<file path="src/rtl/ip_hdr_checksum_ttl.sv">
`default_nettype none
// =====================================================================
// Module  : ip_hdr_checksum_ttl
// Purpose : Passive stream tap that verifies the IPv4 header checksum,
//           derives the decremented TTL and the matching checksum, and
//           queues one result per packet in a first-word-fallthrough FIFO.
// Revision: 1.0
// =====================================================================
module ip_hdr_checksum_ttl #(
    parameter int C_S_AXIS_DATA_WIDTH  = 256,
    parameter int INFO_FIFO_DEPTH_BITS = 2
) (
    input  logic                           clk,
    input  logic                           reset,
    input  logic [C_S_AXIS_DATA_WIDTH-1:0] in_tdata,
    input  logic                           in_tlast,
    input  logic                           in_tvalid,
    input  logic                           in_tready,
    input  logic                           rd_check,
    output logic                           ip_checksum_vld,
    output logic                           ip_checksum_is_good,
    output logic                           ip_hdr_has_options,
    output logic                           ip_ttl_is_good,
    output logic [7:0]                     ip_new_ttl,
    output logic [15:0]                    ip_new_checksum,
    output logic                           info_fifo_overflow
);

    localparam int                            c_depth      = 1 << INFO_FIFO_DEPTH_BITS;
    localparam logic [INFO_FIFO_DEPTH_BITS:0] c_full_count = c_depth[INFO_FIFO_DEPTH_BITS:0];

    typedef enum logic [1:0] {
        ST_WORD0    = 2'd0,
        ST_WORD1    = 2'd1,
        ST_WAIT_EOP = 2'd2
    } state_t;

    typedef struct packed {
        logic        is_good;
        logic        has_options;
        logic        ttl_is_good;
        logic [7:0]  new_ttl;
        logic [15:0] new_checksum;
    } entry_t;

    state_t      r_state;
    state_t      w_next_state;

    logic        w_beat;
    logic        w_push;
    logic        w_use_live;

    logic [7:0]  r_ver_ihl;
    logic [7:0]  r_ttl;
    logic [15:0] r_old_csum;
    logic [19:0] r_sum;

    logic [19:0] w_sum0;
    logic [19:0] w_sum_full;
    logic [16:0] w_fold1;
    logic [15:0] w_fold2;

    logic [7:0]  w_ver_ihl;
    logic [7:0]  w_ttl;
    logic [15:0] w_old_csum;
    logic [16:0] w_csum_add;
    entry_t      w_entry;

    entry_t                            r_mem [c_depth];
    logic [INFO_FIFO_DEPTH_BITS-1:0]   r_wr_ptr;
    logic [INFO_FIFO_DEPTH_BITS-1:0]   r_rd_ptr;
    logic [INFO_FIFO_DEPTH_BITS:0]     r_count;
    logic                              r_overflow;
    logic                              w_empty;
    logic                              w_full;
    logic                              w_pop;
    logic                              w_wr_en;

    // Ethernet padding bytes ahead of the IP header never feed any result.
    logic w_unused_bits;
    assign w_unused_bits = ^in_tdata[111:16];

    assign w_beat = in_tvalid & in_tready;

    // Header words 0..8 sit in bytes 14..31 of the first stream word.
    always_comb begin
        w_sum0 = '0;
        for (int i = 7; i < 16; i++) begin
            w_sum0 = w_sum0 + {4'b0000, in_tdata[16*i +: 8], in_tdata[16*i+8 +: 8]};
        end
    end

    assign w_sum_full = r_sum + {4'b0000, in_tdata[7:0], in_tdata[15:8]};
    assign w_fold1    = {1'b0, w_sum_full[15:0]} + {13'd0, w_sum_full[19:16]};
    assign w_fold2    = w_fold1[15:0] + {15'd0, w_fold1[16]};

    always_comb begin
        w_next_state = r_state;
        w_push       = 1'b0;
        w_use_live   = 1'b0;
        case (r_state)
            ST_WORD0: begin
                if (w_beat) begin
                    if (in_tlast) begin
                        w_push     = 1'b1;
                        w_use_live = 1'b1;
                    end else begin
                        w_next_state = ST_WORD1;
                    end
                end
            end
            ST_WORD1: begin
                if (w_beat) begin
                    w_push       = 1'b1;
                    w_next_state = in_tlast ? ST_WORD0 : ST_WAIT_EOP;
                end
            end
            ST_WAIT_EOP: begin
                if (w_beat && in_tlast) begin
                    w_next_state = ST_WORD0;
                end
            end
            default: w_next_state = ST_WORD0;
        endcase
    end

    always_ff @(posedge clk) begin
        if (reset) begin
            r_state    <= ST_WORD0;
            r_ver_ihl  <= 8'd0;
            r_ttl      <= 8'd0;
            r_old_csum <= 16'd0;
            r_sum      <= 20'd0;
        end else begin
            r_state <= w_next_state;
            if (r_state == ST_WORD0 && w_beat) begin
                r_ver_ihl  <= in_tdata[119:112];
                r_ttl      <= in_tdata[183:176];
                r_old_csum <= {in_tdata[199:192], in_tdata[207:200]};
                r_sum      <= w_sum0;
            end
        end
    end

    // A runt packet has its header fields only on the live bus, not latched yet.
    assign w_ver_ihl  = w_use_live ? in_tdata[119:112] : r_ver_ihl;
    assign w_ttl      = w_use_live ? in_tdata[183:176] : r_ttl;
    assign w_old_csum = w_use_live ? {in_tdata[199:192], in_tdata[207:200]} : r_old_csum;
    assign w_csum_add = {1'b0, w_old_csum} + 17'h00100;

    always_comb begin
        w_entry.is_good      = w_use_live ? 1'b0 : (w_fold2 == 16'hFFFF);
        w_entry.has_options  = (w_ver_ihl != 8'h45);
        w_entry.ttl_is_good  = (w_ttl > 8'd1);
        w_entry.new_ttl      = (w_ttl == 8'd0) ? 8'd0 : (w_ttl - 8'd1);
        w_entry.new_checksum = w_csum_add[15:0] + {15'd0, w_csum_add[16]};
    end

    assign w_empty = (r_count == '0);
    assign w_full  = (r_count == c_full_count);
    assign w_pop   = rd_check & ~w_empty;
    assign w_wr_en = w_push & (~w_full | w_pop);

    always_ff @(posedge clk) begin
        if (w_wr_en) begin
            r_mem[r_wr_ptr] <= w_entry;
        end
    end

    always_ff @(posedge clk) begin
        if (reset) begin
            r_wr_ptr   <= '0;
            r_rd_ptr   <= '0;
            r_count    <= '0;
            r_overflow <= 1'b0;
        end else begin
            if (w_wr_en) begin
                r_wr_ptr <= r_wr_ptr + INFO_FIFO_DEPTH_BITS'(1);
            end
            if (w_pop) begin
                r_rd_ptr <= r_rd_ptr + INFO_FIFO_DEPTH_BITS'(1);
            end
            if (w_wr_en && !w_pop) begin
                r_count <= r_count + (INFO_FIFO_DEPTH_BITS + 1)'(1);
            end else if (w_pop && !w_wr_en) begin
                r_count <= r_count - (INFO_FIFO_DEPTH_BITS + 1)'(1);
            end
            if (w_push && !w_wr_en) begin
                r_overflow <= 1'b1;
            end
        end
    end

    assign ip_checksum_vld     = ~w_empty;
    assign ip_checksum_is_good = r_mem[r_rd_ptr].is_good;
    assign ip_hdr_has_options  = r_mem[r_rd_ptr].has_options;
    assign ip_ttl_is_good      = r_mem[r_rd_ptr].ttl_is_good;
    assign ip_new_ttl          = r_mem[r_rd_ptr].new_ttl;
    assign ip_new_checksum     = r_mem[r_rd_ptr].new_checksum;
    assign info_fifo_overflow  = r_overflow;

endmodule
`default_nettype wire

</file>
<file path="config.mk">
export PLATFORM = sky130hd
export DESIGN_NAME = ip_hdr_checksum_ttl
export DESIGN_NICKNAME = d
export VERILOG_FILES = /design/src/rtl/ip_hdr_checksum_ttl.sv
export SDC_FILE = /design/constraint.sdc
export NUM_CORES = 1
export LEC_CHECK = 0
export BUFFER_PORTS_ARGS = -buffer_cell sky130_fd_sc_hd__buf_2
export CAP_MARGIN = 20
export CORE_UTILIZATION = 55
export CTS_CLUSTER_SIZE = 12
export DETAILED_ROUTE_END_ITERATION = 8
export GPL_ROUTABILITY_DRIVEN = 0
export PLACE_DENSITY = 0.82
export SLEW_MARGIN = 20
export SYNTH_ARGS = -nofsm -noshare
export SYNTH_HDL_FRONTEND = slang
export SYNTH_SLANG_ARGS = --single-unit
</file>
<file path="constraint.sdc">
create_clock -name clk -period 7.32 [get_ports clk]
set_input_delay 0.366 -clock clk [delete_from_list [all_inputs] [get_ports clk]]
set_output_delay 0.366 -clock clk [all_outputs]
set_load 0.02 [all_outputs]
</file>
**After elaboration in Yosys (flattened, before gate mapping)**

Memories as Yosys holds them, arrays and structs flattened. A register that Yosys moved wholly into a read port is not among the register bits.
Cells that the tools add are included.

- Register bits after elaboration: 62
- RAM bits: 108
- Bits of input ports: 262
- Output and inout bits: 29
- Logic and storage cells: 78
- Memories kept: 1

Memory list:

| name | depth | bits a word | rd ports | clocked after Yosys merged registers in | wr ports | RTL line | text |
|---|---|---|---|---|---|---|---|
| r_mem | 4 | 27 | 1 | 1 | 1 | 69 | `entry_t r_mem [c_depth];` |

- Add/subtract/negate cells: 18
- Order comparisons: 1
- Eq/ne operators: 9
- Muxes and demuxes: 22
- Bitwise gates (word level): 6
- Reductions and logical operators: 12

Operators by type and width:

| kind | count |
|---|---|
| $add 20x16->20 | 5 |
| $add 16x1->16 | 2 |
| $mux 8 | 3 |
| $add 19x16->20 | 1 |
| $add 18x16->19 | 1 |
| $add 17x16->18 | 1 |
| $add 16x16->17 | 1 |
| $add 16x4->17 | 1 |
| $add 16x9->17 const B | 1 |
| $eq 16x16->1 const B | 1 |
| $mux 16 | 1 |
| $mux 2 | 7 |
| $gt 8x1->1 const B | 1 |
| $logic_not 8->1 | 1 |
| $ne 2x2->1 const B | 4 |
| $ne 8x7->1 const B | 1 |
| $sub 8x1->8 const B | 1 |
| $mux 1 | 7 |
| $mux 3 | 2 |
| $pmux 2 s3 | 1 |
| $logic_and 1x1->1 | 5 |
| $add 2x1->2 const B | 2 |
| $reduce_and 4->1 | 1 |
| $add 3x1->3 const B | 1 |
| other kinds (12) | 16 |

**Longest topological paths before layout**

Gate-level depths: netlist of run 1.

- Depth in word-level cells: 9
- Mapped depth: 28
- Mapped depth without buffers: 28

**Worst setup path after synthesis of run 1**

Ideal clock, no wire load.

- Kind: input -> register
- Start point: input port in_tdata[8]
- End point: memory r_mem[0][26] (netlist bit), data pin
- Library setup time: 0.239 ns
- Arrival time: 5.071 ns
- Data required time: 7.081 ns
- Slack: 2.010 ns
- Stages: 28
- Path buffers: 0
- Cell sequence: ha_1 inv_1 fa_1 nand2b_1 a21oi_1 nor3_1 o21ai_0 a311oi_1 o21bai_1 a21oi_1 xnor2_1 ha_1 inv_1 fa_1 nor2b_1 o21ai_0 nand2b_1 nor3b_1 nand4_1 nor3_1 ha_1 ha_1 nand3_1 nor2_1 o211ai_1 xnor2_1 xnor2_1 nor4bb_1

RTL lines:

| item | RTL line | text |
|---|---|---|
| from (decl) | 15 | `input logic [C_S_AXIS_DATA_WIDTH-1:0] in_tdata,` |
| to (decl) | 69 |  |

==> flow_metrics.py, run 1 <==
metrics = {
    "layout": {
        "multi_input_area_um2": 6761,
        "drive_above_1_share_pct": 23.34,
        "regArea_um2": 4526,
        "final_common_cell": "buf_2",
        "final_cell_mix": "buf_2 (194), nand2_1 (123), fa_1 (113)",
        "layout.cells.non_filler": 1449,
        "final_net_count": 1595,
        "area_growth_pct": 15.89,
        "fillers": 1544,
    },
    "die": {
        "fp.dieArea_um2": 21560,
        "start_util_pct": 56.48,
        "die_w_um": 146.8,
        "die_h_um": 146.8,
        "fp.coreArea_um2": 20430,
        "rows": 52,
        "ios": 291,
    },
    "place": {
        "dp_slack_ns": 0.6907,
        "port_buffers": 194,
        "dp_hpwl_um": 20580,
        "dp_cells": 1416,
    },
    "clock_network": {
        "tritoncts": "done",
        "cts_sinks": 172,
        "clk_latency_ns": 0.44,
        "numCtsBuffers": 17,
        "hold_buffers": 0,
        "htreeDepth": 4,
        "cts_resized": 0,
        "ctsRootBufferMaster": "clkbuf_16",
        "post-cts-setup-buffer-count": 0,
        "clockBufferDepth": 2,
        "clk_pin_slew_worst_paths_ns": 0.07,
    },
    "power": {
        "ir_drop_mv": 0.3947,
        "leakage_nw": 5.179,
        "switchingPower_mw": 1.876,
        "p_sw_share_pct": 40.64,
        "p_comb_share_pct": 55.0,
        "p_int_mw": 2.741,
        "power_frac_clock_pct": 19.3,
        "seq_power_share_pct": 25.7,
        "power_density_nw_per_um2": 345.3,
    },
    "global_route": {
        "track_usage_pct": 26.27,
        "grt_pass1_wl_um": 43020,
        "grt_pass1_vias": 8455,
        "antenna_found_initial": 1,
        "grt_max_degree": 65,
        "grt_overflow_total": 0,
    },
    "synthesis": {
        "synth_cell_type_count": 71,
        "synth_edf_count": 108,
        "yosysSeqAreaShare_pct": 39.21,
        "synth_area_leaders": "edfxtp_1 (28%), fa_1 (20%), dfxtp_1 (11%), ha_1 (6.0%), mux4_2 (5.3%)",
        "synth_top_area_share_pct": 28.11,
        "yosysWarnings": 0,
        "ys_ff_latch": 172,
        "netlist_area_um2": 11540,
        "async_reset_ff_share_pct": 0,
        "yosysTopAreaCell": "edfxtp_1",
        "ys.flop_type": "edfxtp_1",
        "synth_area_per_cell_um2": 11.77,
        "synth_cells": 980,
        "synthesis.nets": 1410,
    },
    "worst_setup_path": {
        "cp.arrival_ns": 6.83,
        "cp_top_family": "simple AND/OR/NAND/NOR gates",
        "rr_startpoint": "r_sum[0]$_SDFFE_PP0P_",
        "crit_type": "reg -> reg",
        "cp_common_cell": "ha_1",
        "path_buf_inv": 2,
        "crit_path_max_fanout": 5,
        "slowest_delay_ns": 0.74,
        "crit_slowest_cell": "nor4bb_1",
        "startpoint": "r_sum[0]$_SDFFE_PP0P_",
        "reg2reg_to": "r_mem[3][26]$_DFFE_PP_",
        "required_ns": 7.43,
        "reg2regPathDepth": 28,
        "cp-end-kind": "register",
        "start_kind": "register",
        "regToRegSetupSlack_ns": 0.60,
    },
    "sta": {
        "period_share_pct": 91.81,
        "relSlewSlack_pct": 34.36,
        "finalSetupViolCount": 0,
        "tns_ns": 0,
        "max_freq_mhz": 148.8,
        "finalHoldViolations": 0,
        "layout_min_cycle_time_ns": 6.721,
        "worst_pin_slew_ns": 0.9846,
        "rsz0062_at_grt": "false",
        "layout_setup_ws_ns": 0.5994,
        "slew_viol_final": 0,
        "skew_ns": 0.01125,
    },
    "detailed_routing": {
        "vias": 8301,
        "firstDrtPassIters": 6,
        "wl_per_cell_um": 18.65,
        "drt_iter0_drc": 472,
        "antenna_left": 0,
        "vias_per_cell": 5.729,
        "drc": 0,
        "wl_um": 27020,
    },
    "hold_path": {
        "hp-class": "in -> reg",
        "hold_start": "in_tdata[201]",
        "holdPathEnd": "r_old_csum[1]$_SDFFE_PP0P_",
        "hold_depth": 3,
    },
    "job": {
        "maxCapViolations": 0,
    },
    "status": {
        "outcome": "complete, no violations",
    },
}
==> layer usage <==
metal	vias to the layer above	routed length (um)	global-route usage, %
met5	-	0	0
met4	0	845	11.61
met3	59	1671	4.130
met2	326	13380	43.67
met1	4061	11120	34.20
li1	3855	-	-
==> worst register-to-register path: cells and delay by family, from the launching register on <==
| kind | cells | cell delay, ns |
|---|---|---|
| simple gates | 10 | 2.69 |
| fa+ha+maj | 6 | 1.42 |
| compound gates | 7 | 1.32 |
| xor+xnor | 3 | 0.49 |
| flops | 1 | 0.32 |
| buf+inv | 2 | 0.12 |
==> logic make-up after synthesis <==
family	after synthesis	synth area share, %
simple gates	308	12.84
flops	172	39.21
fa+ha+maj	168	25.57
compound gates	149	7.872
buf+inv	70	2.429
xor+xnor	61	4.630
mux	52	7.450
==> through the flow <==
step | hold WS (ns) | util [%] | area, um2 | total power [mW]
3_3_place_gp | 0.4394 | 62.56 | 12780 | 3.639
6_report | 0.2055 | 65.45 | 13370 | 4.617
4_1_cts | 0.1933 | 65.41 | 13360 | 4.627
3_5_place_dp | 0.4449 | 62.56 | 12780 | 3.716
5_1_grt | 0.2135 | 65.45 | 13370 | 4.968
2_1_floorplan | 0.4312 | - | 11540 | 3.139
==> worst max-delay path by stage <==
stage	endpoint	depth (start not counted)
finish	r_mem[3][26]$_DFFE_PP_	28
global route	r_mem[0][26]$_DFFE_PP_	28
CTS	r_mem[0][26]$_DFFE_PP_	28
detailed placement	r_mem[0][26]$_DFFE_PP_	29
global placement	r_mem[0][26]$_DFFE_PP_	29
floorplan	r_mem[0][26]$_DFFE_PP_	28
==> synthesized netlist by cell type, types with 7 or more instances <==
| cell | count |
|---|---|
| fa_1 | 113 |
| or3_1 | 7 |
| edfxtp_1 | 108 |
| nand2_1 | 123 |
| a21oi_1 | 78 |
| dfxtp_1 | 64 |
| a21o_1 | 8 |
| nor2b_1 | 9 |
| clkbuf_1 | 24 |
| xnor2_1 | 30 |
| nand3b_1 | 9 |
| o21ai_0 | 17 |
| inv_1 | 33 |
| nor3_1 | 25 |
| mux4_2 | 27 |
| xor2_1 | 31 |
| nand3_1 | 29 |
| mux2i_1 | 24 |
| ha_1 | 55 |
| nor2_1 | 60 |
==> layout make-up <==
class,count,share of cell area (%)
well taps,270,2.526
clock buffers,18,3.210
inverters,33,0.9264
diodes,1,0.01871
flip-flops and latches,172,33.84
repair buffers,203,7.766
clock inverters,14,1.142
multi-input cells,738,50.57
==> power groups by stage <==
stage               combinational (mW)  sequential [mW]  clock [mW]
global route                      2.83             1.20       0.940
global placement                  2.43             1.21           0
finish                            2.54             1.19       0.893
floorplan                         1.99             1.15           0
CTS                               2.54             1.19       0.901
detailed placement                2.51             1.21           0
==> state kept, by name, indices dropped and copies added, names as in the netlist, named ones only <==
signal and cells:
r_old_csum 16, info_fifo_overflow 1, r_mem 108, r_count 3, r_ttl 8, r_rd_ptr 2, r_sum 20, r_state 2
r_ver_ihl 8, r_wr_ptr 2
Power figures use the tool's default switching activity.
==> inputs of run 2 (changes only) <==
RECOVER_POWER = 25   (was default)
SKIP_CTS_REPAIR_TIMING = 1   (was default)
==> run 2 against run 1 <==
Critical path depth is the same. Cell count is the same. Critical path type unchanged. Design area down 0.18%. Die area stayed put. Non-clock buffer count unchanged. Largest cell class unchanged. The flow now finishes with violations (capacitance limit, slew limit).
==> flow_metrics.py, run 2 (synthesis gave the netlist of run 1 again) <==
metrics = {
    "clock_network": {
        "ctsRootBufferMaster": "clkbuf_16",
        "htreeDepth": 4,
        "clk_pin_slew_worst_paths_ns": 0.07,
        "clockBufferDepth": 2,
        "numCtsBuffers": 17,
        "cts_sinks": 172,
        "clk_latency_ns": 0.44,
        "tritoncts": "done",
    },
    "hold_path": {
        "hp-class": "in -> reg",
        "hold_start": "in_tdata[201]",
    },
    "die": {
        "ios": 291,
        "die_h_um": 146.8,
        "fp.dieArea_um2": 21560,
        "start_util_pct": 56.48,
        "die_w_um": 146.8,
        "fp.coreArea_um2": 20430,
        "rows": 52,
    },
    "sta": {
        "max_freq_mhz": 148.7,
        "rsz0062_at_grt": "false",
        "slew_viol_final": 140,
        "relSlewSlack_pct": -70.89,
        "skew_ns": 0.01161,
        "layout_min_cycle_time_ns": 6.725,
        "layout_setup_ws_ns": 0.5950,
        "worst_pin_slew_ns": 2.563,
        "period_share_pct": 91.87,
        "finalHoldViolations": 0,
        "fin_hold_ws_ns": 0.2081,
        "tns_ns": 0,
        "finalSetupViolCount": 0,
    },
    "layout": {
        "final_common_cell": "buf_2",
        "largest_register_ff_count": 108,
        "final_cell_mix": "buf_2 (192), nand2_1 (123), fa_1 (113)",
        "drive_above_1_share_pct": 22.75,
        "final_cell_area_um2": 13350,
        "fillers": 1553,
        "area_growth_pct": 15.68,
        "final_net_count": 1595,
        "regMostFlops": "r_mem",
        "reg.largest.list": "r_mem x108, r_sum x20, r_old_csum x16",
    },
    "place": {
        "dpl_cell_area_um2": 12780,
        "port_buffers": 194,
        "dp_slack_ns": 0.6907,
        "dp_hpwl_um": 20580,
    },
    "power": {
        "leakage_nw": 5.151,
        "power_density_nw_per_um2": 345.7,
        "power_frac_clock_pct": 19.3,
        "seq_power_share_pct": 25.7,
        "p_sw_share_pct": 40.64,
        "p_comb_share_pct": 55.0,
        "totalPowerFinal_mw": 4.614,
        "p_int_mw": 2.739,
        "switchingPower_mw": 1.875,
        "ir_drop_mv": 0.3917,
    },
    "status": {
        "violations": "capacitance limit, slew limit",
        "outcome": "finished with violations",
    },
    "detailed_routing": {
        "vias_per_cell": 5.725,
        "drt_iter0_drc": 513,
        "drc": 0,
        "vias": 8295,
        "antenna_left": 0,
        "wl_per_cell_um": 18.66,
        "firstDrtPassIters": 5,
        "wl_um": 27040,
    },
    "worst_setup_path": {
        "crit_type": "reg -> reg",
        "crit_path_max_fanout": 5,
        "crit_slowest_cell": "nor4bb_1",
        "start_kind": "register",
        "cp-end-kind": "register",
        "startpoint": "r_sum[0]$_SDFFE_PP0P_",
        "rr_startpoint": "r_sum[0]$_SDFFE_PP0P_",
        "cp.arrival_ns": 6.83,
        "slowest_delay_ns": 0.75,
        "cp_common_cell": "ha_1",
        "required_ns": 7.43,
    },
    "global_route": {
        "track_usage_pct": 26.27,
        "grt_use_met3_pct": 4.130,
        "grt_pass1_wl_um": 43020,
        "grt_overflow_total": 0,
        "grt_pass1_vias": 8455,
        "use_met2_pct": 43.67,
        "grt_busiest_layer": "met2",
        "grtUsageMet1_pct": 34.20,
        "grt_max_degree": 65,
        "antenna_found_initial": 1,
    },
    "job": {
        "maxCapViolations": 4,
    },
}
==> run 2: changes by cell type in the layout (fill, tap and decap cells not counted), sizes merged <==
cell    change
buf         -6
clkbuf      +6
==> run 2: worst paths after layout <==
| check | to | cells after the start | slack (ns) |
|---|---|---|---|
| worst max-delay path | r_mem[0][26]$_DFFE_PP_ | 28 | 0.60 |
| worst min-delay path | r_old_csum[1]$_SDFFE_PP0P_ | 3 | 0.21 |
| worst min register to register | r_ver_ihl[6]$_SDFFE_PP0P_ | 2 | 0.45 |
| worst max register to register | r_mem[0][26]$_DFFE_PP_ | 28 | 0.60 |
==> run 2: worst max-delay path: cells and delay by family, from the launching register on <==
kind                       cells  cell delay (ns)
AOI/OAI and AO/OA              7             1.32
xor gates and xnor gates       3             0.49
adders and majority gates      6             1.42
buffers and inverters          2             0.12
DFF                            1             0.33
and+or+nand+nor               10             2.70
==> run 2: cell type report <==
cell class	instances	area, um2	area share [%]
diodes	1	2.502	0.01875
clock buffers	18	429.2	3.215
clock inverters	14	152.6	1.144
inverters	33	123.9	0.9280
multi-input cells	738	6755	50.61
flip-flops and latches	172	4526	33.91
well taps	270	337.8	2.531
repair buffers	203	1021	7.649
==> run 2: metrics by stage <==
| stage | std cells | util (%) |
|---|---|---|
| finish | 1449 | 65.34 |
| global route | 1449 | 65.34 |
| CTS | 1448 | 65.41 |
| detailed placement | 1416 | 62.56 |
| global placement | 1416 | 62.56 |
| floorplan | 980 | - |
==> run 2: per-layer routing <==
metal | vias up | share of wire (%)
li1 | 3851 | -
met1 | 4052 | 41
met3 | 58 | 6.3
met5 | - | 0
met2 | 334 | 49
met4 | 0 | 3.2
==> run 2: power groups by stage <==
stage	sequential [mW]	combinational (mW)	clock (mW)
2_1_floorplan	1.15	1.99	0
3_3_place_gp	1.21	2.43	0
3_5_place_dp	1.21	2.51	0
4_1_cts	1.19	2.54	0.901
5_1_grt	1.20	2.83	0.940
6_report	1.19	2.54	0.893
==> inputs of run 3 (changes only) <==
CORE_MARGIN = 2   (was default)
CORE_UTILIZATION = 54   (was 55)
PLACE_DENSITY = 0.81   (was 0.82)
==> run 3 against run 2 <==
The flow still finishes with violations (capacitance limit, slew limit). Clock power rose by 2%. Core utilization fell by 1.6 points. Clock skew rose by 0.0034 ns. First-iteration DRC count rose by 25%. Critical endpoint unchanged.
==> flow_metrics.py, run 3 (synthesis gave the netlist of run 1 again) <==
metrics = {
    "clock_network": {
        "tritoncts": "done",
        "ctsRootBufferMaster": "clkbuf_16",
        "clockBufferDepth": 2,
        "clk_pin_slew_worst_paths_ns": 0.06,
        "numCtsBuffers": 17,
        "clk_latency_ns": 0.44,
        "htreeDepth": 4,
        "cts_sinks": 172,
    },
    "worst_setup_path": {
        "rr_startpoint": "r_sum[0]$_SDFFE_PP0P_",
        "reg2reg_to": "r_mem[0][26]$_DFFE_PP_",
        "start_kind": "register",
        "cp_top_family": "simple AND/OR/NAND/NOR gates",
        "required_ns": 7.45,
        "reg2regPathDepth": 28,
        "endpoint": "r_mem[0][26]$_DFFE_PP_",
        "crit_slowest_cell": "nor4bb_1",
        "crit_path_max_fanout": 5,
        "cp-end-kind": "register",
        "cp.arrival_ns": 6.54,
        "regToRegSetupSlack_ns": 0.91,
        "crit_type": "reg -> reg",
        "cp_common_cell": "ha_1",
        "startpoint": "r_sum[0]$_SDFFE_PP0P_",
        "path_depth": 28,
        "slowest_delay_ns": 0.62,
        "path_buf_inv": 2,
    },
    "sta": {
        "period_share_pct": 87.55,
        "worst_pin_slew_ns": 2.451,
        "rsz0062_at_grt": "false",
        "tns_ns": 0,
        "skew_ns": 0.01506,
        "relSlewSlack_pct": -63.38,
        "finalSetupViolCount": 0,
        "finalHoldViolations": 0,
        "layout_min_cycle_time_ns": 6.409,
        "slew_viol_final": 140,
        "layout_setup_ws_ns": 0.9111,
        "max_freq_mhz": 156.0,
    },
    "global_route": {
        "grt_pass1_vias": 8377,
        "antenna_found_initial": 4,
        "grt_pass1_wl_um": 42000,
        "track_usage_pct": 24.87,
        "grt_overflow_total": 0,
        "grt_max_degree": 65,
    },
    "layout": {
        "final_net_count": 1595,
        "reg.largest.list": "r_mem x108, r_sum x20, r_old_csum x16",
        "regMostFlops": "r_mem",
        "fillers": 1612,
        "final_cell_mix": "buf_2 (192), nand2_1 (123), fa_1 (113)",
        "area_growth_pct": 16.04,
        "drive_above_1_share_pct": 23.01,
        "largest_register_ff_count": 108,
        "final_common_cell": "buf_2",
    },
    "die": {
        "start_util_pct": 54.89,
        "ios": 291,
        "fp.dieArea_um2": 22550,
        "die_h_um": 150.2,
        "fp.coreArea_um2": 21020,
        "rows": 53,
        "die_w_um": 150.2,
    },
    "detailed_routing": {
        "wl_um": 26720,
        "vias_per_cell": 5.624,
        "wl_per_cell_um": 18.34,
        "drt_iter0_drc": 640,
        "antenna_left": 0,
        "drc": 0,
        "vias": 8194,
        "firstDrtPassIters": 8,
    },
    "place": {
        "port_buffers": 194,
        "dp_hpwl_um": 20780,
        "dp_slack_ns": 0.8710,
    },
    "power": {
        "p_sw_share_pct": 40.18,
        "switchingPower_mw": 1.866,
        "p_int_mw": 2.778,
        "leakage_nw": 5.175,
        "power_density_nw_per_um2": 346.8,
        "power_frac_clock_pct": 19.6,
        "ir_drop_mv": 0.2094,
        "seq_power_share_pct": 25.5,
        "p_comb_share_pct": 54.9,
    },
    "status": {
        "violations": "capacitance limit, slew limit",
        "outcome": "finished with violations",
    },
    "job": {
        "maxCapViolations": 4,
    },
    "hold_path": {
        "hp-class": "in -> reg",
    },
}
==> run 3: worst min-delay path by stage <==
stage,from,end,slack (ns),cells after the start
2_1_floorplan,r_ver_ihl[0]$_SDFFE_PP0P_,r_ver_ihl[0]$_SDFFE_PP0P_,0.43,2
3_3_place_gp,r_ver_ihl[6]$_SDFFE_PP0P_,r_ver_ihl[6]$_SDFFE_PP0P_,0.44,2
3_5_place_dp,r_ttl[0]$_SDFFE_PP0P_,r_ttl[0]$_SDFFE_PP0P_,0.45,2
4_1_cts,in_tdata[201],r_old_csum[1]$_SDFFE_PP0P_,0.19,3
5_1_grt,in_tdata[115],r_ver_ihl[3]$_SDFFE_PP0P_,0.20,3
6_report,in_tdata[201],r_old_csum[1]$_SDFFE_PP0P_,0.21,3
==> run 3: layer usage <==
| layer | share of wire [%] | GRT usage (%) |
|---|---|---|
| met1 | 41 | 32.01 |
| met2 | 51 | 42.63 |
| met3 | 5.7 | 5.000 |
| met4 | 2.1 | 7.783 |
| met5 | 0.049 | 0 |
==> run 3: worst reg2reg max path, delay by kind of cell (launching register included) <==
family | cells | cell delay [ns]
AOI/OAI and AO/OA | 7 | 1.29
DFF | 1 | 0.34
and+or+nand+nor | 10 | 2.55
buffers and inverters | 2 | 0.12
xor gates and xnor gates | 3 | 0.45
adders and majority gates | 6 | 1.35
==> run 3: area by class of cell <==
type / instances / area [um2] / share of cell area (%)
Sequential cell: 172 / 4526 / 33.80
Clock buffer: 19 / 464.2 / 3.467
Antenna cell: 4 / 10.01 / 0.07476
Tap cell: 275 / 344.1 / 2.570
Timing Repair Buffer: 203 / 1021 / 7.625
Multi-Input combinational cell: 738 / 6756 / 50.46
Clock inverter: 13 / 143.9 / 1.075
Inverter: 33 / 123.9 / 0.9251
==> run 3: power by group through the flow <==
| stage | clock network, mW | logic (mW) | registers (mW) |
|---|---|---|---|
| after CTS | 0.926 | 2.56 | 1.19 |
| final | 0.911 | 2.55 | 1.18 |
| after detailed placement | 0 | 2.54 | 1.21 |
| after global placement | 0 | 2.45 | 1.20 |
| after global routing | 0.967 | 2.85 | 1.20 |
| after floorplan | 0 | 1.99 | 1.15 |
==> run 3: per-stage QoR <==
step | cell area [um2] | util, % | hold WS [ns] | std cells | total power, mW
6_report | 13390 | 63.69 | 0.2089 | 1457 | 4.644
2_1_floorplan | 11540 | - | 0.4312 | 980 | 3.139
3_5_place_dp | 12790 | 60.84 | 0.4458 | 1421 | 3.745
4_1_cts | 13400 | 63.73 | 0.1941 | 1453 | 4.669
5_1_grt | 13390 | 63.68 | 0.2013 | 1456 | 5.013
3_3_place_gp | 12790 | 60.84 | 0.4402 | 1421 | 3.655
